File: config.mk
export PLATFORM = sky130hd
export DESIGN_NAME = integrator_gain_scheduler
export DESIGN_NICKNAME = d
export VERILOG_FILES = /design/src/rtl/integrator_gain_scheduler.sv
export SDC_FILE = /design/constraint.sdc
export NUM_CORES = 1
export LEC_CHECK = 0
export ABC_AREA = 0
export CAP_MARGIN = 10
export CORE_MARGIN = 10
export CORE_UTILIZATION = 35
export DETAILED_ROUTE_END_ITERATION = 10
export GPL_TIMING_DRIVEN = 0
export PLACE_DENSITY = 0.61
export SLEW_MARGIN = 20
export SYNTH_ARGS = -nofsm -noshare
export SYNTH_HDL_FRONTEND = slang
export SYNTH_SLANG_ARGS = --single-unit
File: constraint.sdc
create_clock -name i_clk -period 4.9 [get_ports i_clk]
set_clock_uncertainty 0.1 [all_clocks]
set_input_delay 1.225 -clock i_clk [delete_from_list [all_inputs] [get_ports i_clk]]
set_output_delay 1.225 -clock i_clk [all_outputs]
set_load 0.005 [all_outputs]
File: src/rtl/integrator_gain_scheduler.sv
// Gain-walk sequencer for the gyro loop integrator: zero, settle, dwell and step the
// gain shift index from an initial to a final value, then hold lock until told otherwise.
module integrator_gain_scheduler #(
    parameter int unsigned DEF_GAIN   = 5,
    parameter int unsigned SETTLE_CYC = 3,
    parameter int unsigned DWELL_W    = 16
) (
    input  logic               i_clk,
    input  logic               i_rst,
    input  logic               i_start,
    input  logic               i_abort,
    input  logic               i_relock,
    input  logic               i_err_valid,
    input  logic               i_bumpless,
    input  logic [5:0]         i_gain_init,
    input  logic [5:0]         i_gain_final,
    input  logic [DWELL_W-1:0] i_dwell,
    input  logic [7:0]         i_zero_len,
    output logic [5:0]         o_gain_sel,
    output logic               o_int_en,
    output logic               o_int_zero,
    output logic               o_gain_mode,
    output logic               o_busy,
    output logic               o_locked,
    output logic               o_done,
    output logic [3:0]         o_step_cnt,
    output logic [2:0]         o_state
);

    typedef enum logic [2:0] {
        S_IDLE   = 3'd0,
        S_ZERO   = 3'd1,
        S_SETTLE = 3'd2,
        S_RUN    = 3'd3,
        S_STEP   = 3'd4,
        S_LOCKED = 3'd5
    } state_t;

    localparam logic [5:0] GAIN_MAX = 6'd15;
    localparam logic [7:0] SETTLE_LAST = 8'(SETTLE_CYC - 1);

    state_t             r_state;
    state_t             w_next;
    logic               w_latch;

    // Shadow copy of the configuration taken at start; the inputs are ignored afterwards.
    logic [5:0]         r_sh_init;
    logic [5:0]         r_sh_final;
    logic [DWELL_W-1:0] r_sh_dwell;
    logic [7:0]         r_sh_zlen;
    logic               r_sh_bump;

    logic [7:0]         r_phase_cnt;
    logic [DWELL_W-1:0] r_dwell_cnt;

    logic [5:0]         r_gain_sel;
    logic               r_int_en;
    logic               r_int_zero;
    logic               r_gain_mode;
    logic               r_busy;
    logic               r_locked;
    logic               r_done;
    logic [3:0]         r_step_cnt;

    logic [7:0]         w_zlen_eff;
    logic [DWELL_W-1:0] w_dwell_eff;
    logic               w_zero_done;
    logic               w_settle_done;
    logic               w_dwell_hit;
    logic               w_enter_zero;
    logic               w_step_exit;
    logic [5:0]         w_gain_stepped;
    logic               w_gain_mode_next;

    function automatic logic [5:0] clamp_gain(input logic [5:0] v);
        return (v > GAIN_MAX) ? GAIN_MAX : v;
    endfunction

    assign w_zlen_eff  = (r_sh_zlen == 8'd0) ? 8'd1 : r_sh_zlen;
    assign w_dwell_eff = (r_sh_dwell == '0) ? DWELL_W'(1) : r_sh_dwell;

    // Compare one bit wider so a full-scale dwell matches before the counter could wrap.
    assign w_zero_done   = ({1'b0, r_phase_cnt} + 9'd1) == {1'b0, w_zlen_eff};
    assign w_settle_done = (r_phase_cnt == SETTLE_LAST);
    assign w_dwell_hit   = i_err_valid &&
                           (({1'b0, r_dwell_cnt} + (DWELL_W + 1)'(1)) == {1'b0, w_dwell_eff});

    // NOTE: every signal driven here gets a default first so no latch is inferred.
    always_comb begin
        w_next  = r_state;
        w_latch = 1'b0;
        case (r_state)
            S_IDLE: begin
                if (i_start) begin
                    w_next  = S_ZERO;
                    w_latch = 1'b1;
                end
            end
            S_ZERO: begin
                if (w_zero_done) w_next = S_SETTLE;
            end
            S_SETTLE: begin
                if (w_settle_done) w_next = S_RUN;
            end
            S_RUN: begin
                if (w_dwell_hit) w_next = (r_gain_sel == r_sh_final) ? S_LOCKED : S_STEP;
            end
            S_STEP: begin
                w_next = S_SETTLE;
            end
            S_LOCKED: begin
                if (i_start) begin
                    w_next  = S_ZERO;
                    w_latch = 1'b1;
                end else if (i_relock) begin
                    w_next = S_ZERO;
                end
            end
            default: begin
                w_next = S_IDLE;
            end
        endcase
        if (i_abort) begin
            w_next  = S_IDLE;
            w_latch = 1'b0;
        end
    end

    assign w_enter_zero   = (w_next == S_ZERO) && (r_state != S_ZERO);
    assign w_step_exit    = (r_state == S_STEP) && (w_next == S_SETTLE);
    assign w_gain_stepped = (r_sh_final > r_gain_sel) ? r_gain_sel + 6'd1 : r_gain_sel - 6'd1;

    // Bumpless mode covers the step cycle and every settle cycle that follows a step.
    assign w_gain_mode_next = r_sh_bump &&
                              ((w_next == S_STEP) ||
                               ((w_next == S_SETTLE) &&
                                ((r_state == S_STEP) || ((r_state == S_SETTLE) && r_gain_mode))));

    // NOTE: sequential state uses non-blocking assignments only.
    always_ff @(posedge i_clk or posedge i_rst) begin
        if (i_rst) begin
            r_state    <= S_IDLE;
            r_sh_init  <= '0;
            r_sh_final <= '0;
            r_sh_dwell <= '0;
            r_sh_zlen  <= '0;
            r_sh_bump  <= 1'b0;
        end else begin
            r_state <= w_next;
            if (w_latch) begin
                r_sh_init  <= clamp_gain(i_gain_init);
                r_sh_final <= clamp_gain(i_gain_final);
                r_sh_dwell <= i_dwell;
                r_sh_zlen  <= i_zero_len;
                r_sh_bump  <= i_bumpless;
            end
        end
    end

    always_ff @(posedge i_clk or posedge i_rst) begin
        if (i_rst) begin
            r_phase_cnt <= '0;
            r_dwell_cnt <= '0;
        end else begin
            if (w_next != r_state) begin
                r_phase_cnt <= '0;
            end else if ((r_state == S_ZERO) || (r_state == S_SETTLE)) begin
                r_phase_cnt <= r_phase_cnt + 8'd1;
            end

            if ((w_next == S_RUN) && (r_state != S_RUN)) begin
                r_dwell_cnt <= '0;
            end else if ((r_state == S_RUN) && i_err_valid && !w_dwell_hit) begin
                r_dwell_cnt <= r_dwell_cnt + DWELL_W'(1);
            end
        end
    end

    // Gain changes only on ZERO entry or as STEP hands over to SETTLE, both with enable low.
    always_ff @(posedge i_clk or posedge i_rst) begin
        if (i_rst) begin
            r_gain_sel <= 6'(DEF_GAIN);
            r_step_cnt <= '0;
        end else begin
            if (w_enter_zero) begin
                r_gain_sel <= w_latch ? clamp_gain(i_gain_init) : r_sh_init;
                r_step_cnt <= '0;
            end else if (w_step_exit) begin
                r_gain_sel <= w_gain_stepped;
                if (r_step_cnt != 4'd15) r_step_cnt <= r_step_cnt + 4'd1;
            end
        end
    end

    always_ff @(posedge i_clk or posedge i_rst) begin
        if (i_rst) begin
            r_int_en    <= 1'b0;
            r_int_zero  <= 1'b0;
            r_gain_mode <= 1'b0;
            r_busy      <= 1'b0;
            r_locked    <= 1'b0;
            r_done      <= 1'b0;
        end else begin
            r_int_en    <= ((w_next == S_RUN) || (w_next == S_LOCKED)) && i_err_valid;
            r_int_zero  <= (w_next == S_ZERO);
            r_gain_mode <= w_gain_mode_next;
            r_busy      <= (w_next == S_ZERO) || (w_next == S_SETTLE) ||
                           (w_next == S_RUN)  || (w_next == S_STEP);
            r_locked    <= (w_next == S_LOCKED);
            r_done      <= (w_next == S_LOCKED) && (r_state != S_LOCKED);
        end
    end

    assign o_gain_sel  = r_gain_sel;
    assign o_int_en    = r_int_en;
    assign o_int_zero  = r_int_zero;
    assign o_gain_mode = r_gain_mode;
    assign o_busy      = r_busy;
    assign o_locked    = r_locked;
    assign o_done      = r_done;
    assign o_step_cnt  = r_step_cnt;
    assign o_state     = r_state;

endmodule

==> results.toml <==
[outcome]
outcome = "complete, no violations"

[route]
drtPass1Iterations = 4
wl_met3_microns = 690
drc = 0
met1_length_microns = 5790
vias = 4030
wl_met2_microns = 5720
maxUsedRoutingLayer = "met4"
drt-total-wl_microns = 12400
drt_iter0_markers = 258
detail-route-antenna-nets = 0
wl_per_cell_microns = 16.5
vias_per_cell = 5.37

[grt]
grt_pass1_wl_microns = 20700
grt_pass1_vias = 4090
overflow = 0
track_usage_pct = 13.8
grt_max_degree = 49
antenna_found_initial = 0

[critical_path]
max_stage_delay_ns = 0.54
startpoint_type = "flop"
cp-end-kind = "flop"
path_class = "reg2reg"
worstPathArrival_ns = 3.49
cp_max_fo = 8
r2r_cells = 10
crit_cells = 10
cp_slowest_cell = "or4_1"
crit_family = "simple AND/OR/NAND/NOR gates"
path_cells = "ha_1 > buf_4 > nand4_1 > or4_1 > mux2i_1 > or4_4 > a21oi_4 > a31o_2 > a311o_1 > a211oi_1"
required_ns = 5.01
crit_buf_inv = 1

[synthesis]
yosys_warnings = 0
yosys.area.top_type = "dfrtp_1"
synthArstFlopShare_pct = 100
yosysTopAreaCellShare_pct = 40.5
synth_nets = 554
synth_ff_type = "dfrtp_1"
syn_area_sq_um = 4810
yosys.cell_types.count = 73
yosysSeqAreaShare_pct = 41.6
syn_inst = 496
synth.avg_cell_area_sq_um = 9.71
synth_edf_count = 0
synth_area_leaders = "dfrtp_1, mux2_2, xnor2_1, ha_1, xor2_1"
yosys_register_bits = 80

[placement]
hpwl_microns = 9320
dpl.cell_count = 734
gp_congestion = 0.881
numPortBuffers = 61

[clocking]
cts-htree-levels = 3
cts_tree = "built"
cts_buffers = 9
cts_sinks = 80
clock_path_buffers = 2
cts_setup_buffers = 0
root_buffer = "clkbuf_16"
worst_setup_hold_path_clk_slew_ns = 0.06
worstSkewPairLatency_ns = 0.35
cts_resized = 0
ctsHoldBuffers = 0

[floorplan]
die_area_sq_um = 18800
start_util_pct = 36.1
pin_count = 62
row_count = 42
die_w_microns = 137
dieHeight_microns = 137
core-area_sq_um = 13300

[final_layout]
antenna_cells = 0
finalNonFillerCells = 750
multi_input_area_sq_um = 2640
nets = 627
drive_above_1_share_pct = 11.3
regArea_sq_um = 2000
area_delta_synth_final_pct = 23.9
num-fill-cells = 1322

[power]
switching_share_pct = 30.2
clkPwrFrac_pct = 32.1
p_leak_nw = 2.43
p_int_mw = 1.44
powerDensity_nw_per_um2 = 347
p_seq_share_pct = 41.3
combPwrFrac_pct = 26.6
ir_drop_uv = 184
switchingPower_uw = 624
fin_total_pwr_mw = 2.07

[sta]
max_clock_freq_ghz = 0.295
post-route-period-util_pct = 69.1
worst_pin_slew_ns = 0.718
slew_viol_final = 0
rsz0062_at_grt = "no"
hold_viol = 0
setup_tns_ns = 0
relSlewSlack_pct = 52.2
finalCriticalPeriod_ns = 3.39
finalSetupViolations = 0

[flow_run]
maxCapViolCount = 0

[worst_hold_path]
min_path_type = "reg2reg"
holdPathStages = 1
-- routing by layer --
metal	vias to the layer above	global-route usage, %
li1	1955	-
met1	1966	17.5
met2	92	21.8
met3	17	4.95
met4	0	4.04
met5	-	0
-- worst register-to-register path, cell delays in order, from the launching register on --
cell and delay (ns):
dfrtp_1 0.46, ha_1 0.18, buf_4 0.15, nand4_1 0.20, or4_1 0.54, mux2i_1 0.17
or4_4 0.51, a21oi_4 0.22, a31o_2 0.22, a311o_1 0.40, a211oi_1 0.10
-- layout make-up --
cell class,instances,share of cell area [%]
clock buffers,12,4.13
flip-flops and latches,80,33.6
well taps,176,3.69
clock inverters,4,0.755
inverters,15,0.986
repair buffers,62,10.7
plain buffers,22,1.97
multi-input cells,379,44.2
-- kinds of logic after synthesis --
| logic type | synth area share, % |
|---|---|
| adders and majority gates | 4.05 |
| AOI/OAI and AO/OA | 15.1 |
| muxes | 7.12 |
| xor gates and xnor gates | 8.19 |
| DFF | 41.6 |
| and+or+nand+nor | 20.3 |
| buffers and inverters | 3.61 |
-- final timing paths --
check | from | to | slack, ns
min | r_sh_final[5] | r_sh_final[5] | 0.39
max in group asynchronous | i_rst | o_gain_sel[0] | 2.92
min reg2reg | r_sh_final[5] | r_sh_final[5] | 0.39
max reg2reg | r_dwell_cnt[0] | r_phase_cnt[1] | 1.51
min in group asynchronous | i_rst | r_sh_dwell[11] | 1.14
max | r_dwell_cnt[0] | r_phase_cnt[1] | 1.51
-- stage by stage --
stage	util, %	setup WS (ns)	hold WS [ns]	area (sq um)
detailed placement	42.5	1.34	0.380	5680
global route	44.7	1.34	0.427	5970
floorplan	-	1.53	0.351	4810
global placement	42.3	0.148	0.369	5650
CTS	44.7	1.54	0.395	5970
finish	44.7	1.51	0.389	5970
-- power groups by stage --
stage | registers (mW) | clock network (mW) | logic, mW
2_1_floorplan | 0.832 | 0 | 0.389
3_3_place_gp | 0.865 | 0 | 0.528
4_1_cts | 0.854 | 0.683 | 0.555
6_report | 0.854 | 0.664 | 0.549
5_1_grt | 0.867 | 0.718 | 0.621
3_5_place_dp | 0.864 | 0 | 0.549
-- cells in the mapped netlist, types with 7 or more instances --
cell type,instances
and2_1,9
nand3_1,17
or4_1,10
nor4_1,7
a21oi_1,31
o21ai_0,15
xor2_1,18
mux2_2,26
nor2_1,38
xnor2_1,27
ha_1,14
nand2_1,35
nor2b_1,8
dfrtp_1,78
inv_1,15
o31ai_1,9
clkbuf_1,13
nor3_1,22
-- registers in the layout, summed over array words and instances (netlist names), 3 cells and up --
register     count
r_dwell_cnt     16
r_sh_final       6
r_sh_init        6
r_phase_cnt      8
o_state          3
o_step_cnt       4
o_gain_sel       6
r_sh_dwell      16
r_sh_zlen        8
-- cells in the final DEF (no fill, tap or decap), types with 3 or more instances in the layout --
cell             count
mux2_2              26
buf_4                3
clkbuf_1            15
nor3_1              22
dfrtp_1             78
or4_1               10
a21o_1               3
nor2_1              38
a31oi_1              3
and2_1               9
or3_1                5
a21oi_1             31
nand2b_1             6
nand4_1              5
xnor2_1             27
nor4_1               7
buf_2                4
o31ai_1              9
clkinv_2             3
o21ai_1              5
clkdlybuf4s50_1     61
nand3_1             17
clkbuf_16            9
inv_1               14
xor2_1              18
nand2_1             35
ha_1                14
o21ai_0             15
and4_1               6
o31a_1               4
nor2b_1              8
mux2i_1              5
a221o_1              3
a211oi_1             3
No activity file was read; power rests on OpenSTA's default activity.
